<file path="src/rtl/note_to_ps2_tx.sv">
// note_to_ps2_tx: device-side PS/2 keyboard emulator.
// Maps a 6-bit piano note code to its PS/2 Set-2 make code and sends it as a
// device-to-host frame (start, 8 data LSB first, odd parity, stop). A release
// sends F0, an idle gap, then the make code.
// Optional build macro: PARALLEL_MIRROR_EN adds scan_code_out/scan_code_strobe,
// a parallel copy of each byte at the end of its stop bit.
module note_to_ps2_tx #(
  parameter int CLK_DIV    = 3000,
  parameter int GAP_CYCLES = 8000
) (
  input  logic       clk,
  input  logic       reset,
  input  logic [5:0] note,
  input  logic       note_release,
  input  logic       note_valid,
  output logic       note_ready,
  output logic       ps2_clk,
  output logic       ps2_data,
  output logic       busy,
  output logic       tx_done,
  output logic       invalid_note
`ifdef PARALLEL_MIRROR_EN
  ,
  output logic [7:0] scan_code_out,
  output logic       scan_code_strobe
`endif
);

  localparam logic [15:0] DIV_LAST = 16'(CLK_DIV - 1);
  localparam logic [15:0] GAP_LAST = 16'(GAP_CYCLES - 1);
  localparam logic [3:0]  STOP_IDX = 4'd10;

  typedef enum logic [2:0] {
    IDLE,
    BIT_HI,
    BIT_LO,
    GAP,
    DONE
  } state_t;

  state_t      state_reg, state_next;
  logic [15:0] div_cnt_reg, div_cnt_next;
  logic [3:0]  bit_idx_reg, bit_idx_next;
  logic [7:0]  scan_reg, scan_next;
  logic        release_reg, release_next;
  logic        second_reg, second_next;
  logic        invalid_reg, invalid_next;

  logic [8:0]  map_result;
  logic [7:0]  cur_byte;
  logic [15:0] frame;
  logic        div_done;
  logic        gap_done;
  logic        stop_end;

  // Note code to {valid, Set-2 make code}; anything above 0x23 is unmapped.
  function automatic logic [8:0] map_note(input logic [5:0] n);
    logic [8:0] r;
    r = 9'h000;
    case (n)
      6'h00: r = {1'b1, 8'h15};
      6'h01: r = {1'b1, 8'h1E};
      6'h02: r = {1'b1, 8'h1D};
      6'h03: r = {1'b1, 8'h26};
      6'h04: r = {1'b1, 8'h24};
      6'h05: r = {1'b1, 8'h2D};
      6'h06: r = {1'b1, 8'h2C};
      6'h07: r = {1'b1, 8'h36};
      6'h08: r = {1'b1, 8'h35};
      6'h09: r = {1'b1, 8'h3D};
      6'h0A: r = {1'b1, 8'h3C};
      6'h0B: r = {1'b1, 8'h43};
      6'h0C: r = {1'b1, 8'h46};
      6'h0D: r = {1'b1, 8'h44};
      6'h0E: r = {1'b1, 8'h45};
      6'h0F: r = {1'b1, 8'h4D};
      6'h10: r = {1'b1, 8'h1A};
      6'h11: r = {1'b1, 8'h1B};
      6'h12: r = {1'b1, 8'h22};
      6'h13: r = {1'b1, 8'h23};
      6'h14: r = {1'b1, 8'h21};
      6'h15: r = {1'b1, 8'h2B};
      6'h16: r = {1'b1, 8'h2A};
      6'h17: r = {1'b1, 8'h32};
      6'h18: r = {1'b1, 8'h33};
      6'h19: r = {1'b1, 8'h31};
      6'h1A: r = {1'b1, 8'h3B};
      6'h1B: r = {1'b1, 8'h3A};
      6'h1C: r = {1'b1, 8'h41};
      6'h1D: r = {1'b1, 8'h4B};
      6'h1E: r = {1'b1, 8'h49};
      6'h1F: r = {1'b1, 8'h4C};
      6'h20: r = {1'b1, 8'h4A};
      6'h21: r = {1'b1, 8'h52};
      6'h22: r = {1'b1, 8'h59};
      6'h23: r = {1'b1, 8'h2E};
      default: r = 9'h000;
    endcase
    return r;
  endfunction

  assign map_result = map_note(note);

  // First byte of a release is the F0 prefix; otherwise the latched make code.
  assign cur_byte = (release_reg && !second_reg) ? 8'hF0 : scan_reg;

  // Frame in transmit order from bit 0; upper padding keeps the 4-bit index in range.
  assign frame    = {5'b11111, 1'b1, ~^cur_byte, cur_byte, 1'b0};
  assign div_done = (div_cnt_reg == DIV_LAST);
  assign gap_done = (div_cnt_reg == GAP_LAST);
  assign stop_end = (state_reg == BIT_LO) && div_done && (bit_idx_reg == STOP_IDX);

  // Line and handshake outputs decoded from registered state only.
  assign note_ready   = (state_reg == IDLE);
  assign busy         = (state_reg != IDLE);
  assign tx_done      = (state_reg == DONE);
  assign invalid_note = invalid_reg;
  assign ps2_clk      = (state_reg != BIT_LO);
  assign ps2_data     = ((state_reg == BIT_HI) || (state_reg == BIT_LO)) ?
                        frame[bit_idx_reg] : 1'b1;

  // State and datapath registers.
  always_ff @(posedge clk) begin
    if (reset) begin
      state_reg   <= IDLE;
      div_cnt_reg <= '0;
      bit_idx_reg <= '0;
      scan_reg    <= '0;
      release_reg <= 1'b0;
      second_reg  <= 1'b0;
      invalid_reg <= 1'b0;
    end else begin
      state_reg   <= state_next;
      div_cnt_reg <= div_cnt_next;
      bit_idx_reg <= bit_idx_next;
      scan_reg    <= scan_next;
      release_reg <= release_next;
      second_reg  <= second_next;
      invalid_reg <= invalid_next;
    end
  end

  // Next-state logic: acceptance, half-period timing, bit sequencing, gap.
  always_comb begin
    state_next   = state_reg;
    div_cnt_next = div_cnt_reg;
    bit_idx_next = bit_idx_reg;
    scan_next    = scan_reg;
    release_next = release_reg;
    second_next  = second_reg;
    invalid_next = 1'b0;
    case (state_reg)
      IDLE: begin
        div_cnt_next = '0;
        if (note_valid) begin
          if (map_result[8]) begin
            scan_next    = map_result[7:0];
            release_next = note_release;
            second_next  = 1'b0;
            bit_idx_next = '0;
            state_next   = BIT_HI;
          end else begin
            invalid_next = 1'b1;
          end
        end
      end
      BIT_HI: begin
        if (div_done) begin
          div_cnt_next = '0;
          state_next   = BIT_LO;
        end else begin
          div_cnt_next = div_cnt_reg + 16'd1;
        end
      end
      BIT_LO: begin
        if (div_done) begin
          div_cnt_next = '0;
          if (bit_idx_reg == STOP_IDX) begin
            if (release_reg && !second_reg) begin
              second_next  = 1'b1;
              bit_idx_next = '0;
              state_next   = GAP;
            end else begin
              state_next = DONE;
            end
          end else begin
            bit_idx_next = bit_idx_reg + 4'd1;
            state_next   = BIT_HI;
          end
        end else begin
          div_cnt_next = div_cnt_reg + 16'd1;
        end
      end
      GAP: begin
        if (gap_done) begin
          div_cnt_next = '0;
          state_next   = BIT_HI;
        end else begin
          div_cnt_next = div_cnt_reg + 16'd1;
        end
      end
      DONE: begin
        div_cnt_next = '0;
        state_next   = IDLE;
      end
      default: begin
        div_cnt_next = '0;
        state_next   = IDLE;
      end
    endcase
  end

`ifdef PARALLEL_MIRROR_EN
  logic [7:0] scan_out_reg;
  logic       strobe_reg;

  // Parallel copy of each byte, pulsed as its stop bit completes.
  always_ff @(posedge clk) begin
    if (reset) begin
      scan_out_reg <= '0;
      strobe_reg   <= 1'b0;
    end else begin
      strobe_reg <= stop_end;
      if (stop_end) begin
        scan_out_reg <= cur_byte;
      end
    end
  end

  assign scan_code_out    = scan_out_reg;
  assign scan_code_strobe = strobe_reg;
`else
  logic unused_stop_end;
  assign unused_stop_end = stop_end;
`endif

endmodule

</file>
<file path="config.mk">
export PLATFORM = sky130hd
export DESIGN_NAME = note_to_ps2_tx
export DESIGN_NICKNAME = d
export VERILOG_FILES = /design/src/rtl/note_to_ps2_tx.sv
export SDC_FILE = /design/constraint.sdc
export NUM_CORES = 1
export LEC_CHECK = 0
export ABC_CLOCK_PERIOD_IN_PS = 2250
export BUFFER_PORTS_ARGS = -buffer_cell sky130_fd_sc_hd__clkbuf_2
export CAP_MARGIN = 20
export CORE_MARGIN = 2
export CORE_UTILIZATION = 30
export DETAILED_ROUTE_END_ITERATION = 6
export SLEW_MARGIN = 30
export SYNTH_ARGS = -nofsm -noshare
export SYNTH_HDL_FRONTEND = slang
export SYNTH_SLANG_ARGS = --single-unit
</file>
<file path="constraint.sdc">
create_clock -name clk -period 2.25 [get_ports clk]
set_clock_uncertainty 0.2 [all_clocks]
set_input_delay 0.45 -clock clk [delete_from_list [all_inputs] [get_ports clk]]
set_output_delay 0.45 -clock clk [all_outputs]
set_load 0.02 [all_outputs]
</file>
==> flow_metrics.env <==
export IMPL_gp_congestion=0.851
export IMPL_layout_min_cycle_time_ns=2.38
export IMPL_leakage_uw=0.00104
export IMPL_port_buffer_count=15
export IMPL_yosysTopAreaCell="dfxtp_1"
export IMPL_synth_area_um2=2110
export IMPL_synth_top_family_by_area="simple AND/OR/NAND/NOR gates"
export IMPL_num_antenna_cells=0
export IMPL_routedWlPerCell_um=11.3
export IMPL_drtPass1Iterations=4
export IMPL_grt_overflow=0
export IMPL_drc=0
export IMPL_yosys_area_top_type_share_pct=31.3
export IMPL_required_ns=2.21
export IMPL_ys_seq_area_share_pct=31.3
export IMPL_fill_cells=707
export IMPL_post_route_util_pct=38.5
export IMPL_detail_route_antenna_nets=0
export IMPL_finalSetupViolCount=20
export IMPL_rsz0062_at_grt="yes"
export IMPL_path_clk_slew_ns=0.07
export IMPL_synth_common_cells="nor2_1, dfxtp_1, nand2_1"
export IMPL_htree_levels=2
export IMPL_drt_total_wl_um=4500
export IMPL_synth_area_top_cells="dfxtp_1, ha_1, nor2_1"
export IMPL_fin_nets=325
export IMPL_ios=16
export IMPL_cap_violations=0
export IMPL_synthArstFlopShare_pct=0
export IMPL_synth_edf_count=0
export IMPL_clockRootBuffer="clkbuf_8"
export IMPL_synth_avg_cell_area_um2=7.97
export IMPL_violations="setup timing"
export IMPL_ir_drop_v=0.000191
export IMPL_synth_fp_nets=288
export IMPL_largest_reg_flops=16
export IMPL_antenna_found_initial=0
export IMPL_drive_above_1_share_pct=21.2
export IMPL_die_area_um2=7730
export IMPL_yosys_area_share_adder_pct=7.70
export IMPL_arrival_ns=2.34
export IMPL_synth_compound_area_share_pct=18.2
export IMPL_crit_fanout=5
export IMPL_initial_utilization_pct=31.1
export IMPL_fin_ws_ns=-0.132
export IMPL_end_kind="register"
export IMPL_synth_flop_cell="dfxtp_1"
export IMPL_cts_buffer_depth=2
export IMPL_cts_sinks=33
export IMPL_via_per_inst=4.69
export IMPL_fp_dieW_um=87.9
export IMPL_numCtsBuffers=5
export IMPL_power_density_nw_per_um2=529
export IMPL_grt_use_total_pct=12.7
export IMPL_hold_viol=0
export IMPL_clkLatencyLatePin_ns=0.28
export IMPL_first_iter_violations=84
export IMPL_synthSimpleGateAreaFrac_pct=25.8
export IMPL_synth_xor_area_share_pct=9.12
export IMPL_status="finished, violations left"
export IMPL_hold_path_class="primary input to register"
export IMPL_rows=30
export IMPL_slew_limit_headroom_pct=58.8
export IMPL_postCtsHoldBufs=0
export IMPL_ys_warn_count=0
export IMPL_grt_pass1_wl_um=8030
export IMPL_post_route_period_util_pct=106
export IMPL_die_y_um=87.9
export IMPL_max_slew_worst_pin_slew_ns=0.614
export IMPL_final_max_slew_viol_count=0
export IMPL_grt_pass1_vias=1801
export IMPL_start_kind="register"
export IMPL_cts_tree="built"
export IMPL_syn_inst=265
export IMPL_crit_type="register to register"
export IMPL_whs_ns=0.210
export IMPL_vias=1866
export IMPL_core_area_um2=6790
export IMPL_max_freq_mhz=420
export IMPL_syn_to_final_growth_pct=23.9
export IMPL_ys_ff_latch=33
export IMPL_synth_mux_area_share_pct=3.79
export IMPL_dp_hpwl_um=3520
export IMPL_synth_most_common_cell="nor2_1"
export IMPL_ys_types=42
export IMPL_grt_max_degree=17
==> where the power goes <==
group | switching, uW | internal (uW)
logic | 160 | 138
clock network | 213 | 242
registers | 25.6 | 606
==> logic make-up after synthesis <==
| family | count (synthesis) |
|---|---|
| compound gates | 54 |
| xor+xnor | 22 |
| mux | 8 |
| flops | 33 |
| buf+inv | 22 |
| fa+ha+maj | 13 |
| simple gates | 113 |
==> metrics by stage <==
stage / cell area [um^2] / power [uW] / setup TNS [ns] / instances / setup slack (ns)
after floorplan: 2140 / 844 / -0.733 / 265 / -0.115
after global placement: 2500 / 934 / -0.629 / 391 / -0.0864
after detailed placement: 2500 / 936 / -1.02 / 391 / -0.102
after CTS: 2600 / 1390 / -1.28 / 398 / -0.105
after global routing: 2620 / 1460 / -2.51 / 398 / -0.218
final: 2620 / 1380 / -1.00 / 398 / -0.132
==> layout make-up <==
cell class	instances	area, um^2	area share, %
multi-input combinational	210	1410	53.9
sequential	33	666	25.4
timing repair buffer	42	294	11.2
tap	96	120	4.59
clock buffer	6	82.6	3.15
inverter	10	37.5	1.43
clock inverter	1	7.51	0.287
==> placed cells by master (no fill, tap or decap), types with 3 or more instances in the layout <==
cell type	count
xnor2_1	12
clkbuf_2	15
a31oi_1	3
a211oi_1	6
nor2_1	38
dfxtp_1	29
nand2_1	25
dfxtp_2	4
buf_4	25
and3_1	7
nor3_1	9
a21oi_1	7
o211ai_1	4
inv_1	10
xor2_1	9
a311oi_1	4
o21ai_0	12
nand3_1	11
nor2b_1	4
ha_1	13
nand2b_1	4
clkbuf_8	6
o31ai_1	4
mux2i_1	8
==> repair_timing <==
action	in CTS	in global routing
setup endpoints to repair	22	24
buffers inserted	0	0
gates resized for setup	5	4
pin swaps	1	5
endpoints found under the hold margin	0	0
==> routing by layer <==
layer / wire [um] / GRT usage (%)
met5: 0 / 0
met4: 87 / 5.17
met3: 115 / 1.70
met2: 1970 / 20.2
met1: 2330 / 17.4
==> critical path, stage by stage (launching register included) <==
cell	delay, ns
dfxtp_1	0.32
or4_4	0.53
or4_4	0.53
a211oi_4	0.30
buf_6	0.16
mux2i_1	0.18
nor2_1	0.06
==> worst paths after layout <==
| kind | start | endpoint | slack (ns) | cells past startpoint |
|---|---|---|---|---|
| max | div_cnt_reg[6] | bit_idx_reg[1] | -0.13 | 6 |
| min | note_valid | invalid_note | 0.21 | 3 |
| max reg2reg | div_cnt_reg[6] | bit_idx_reg[1] | -0.13 | 6 |
| min reg2reg | div_cnt_reg[0] | div_cnt_reg[0] | 0.25 | 1 |
(Power assumes the default switching activity.)
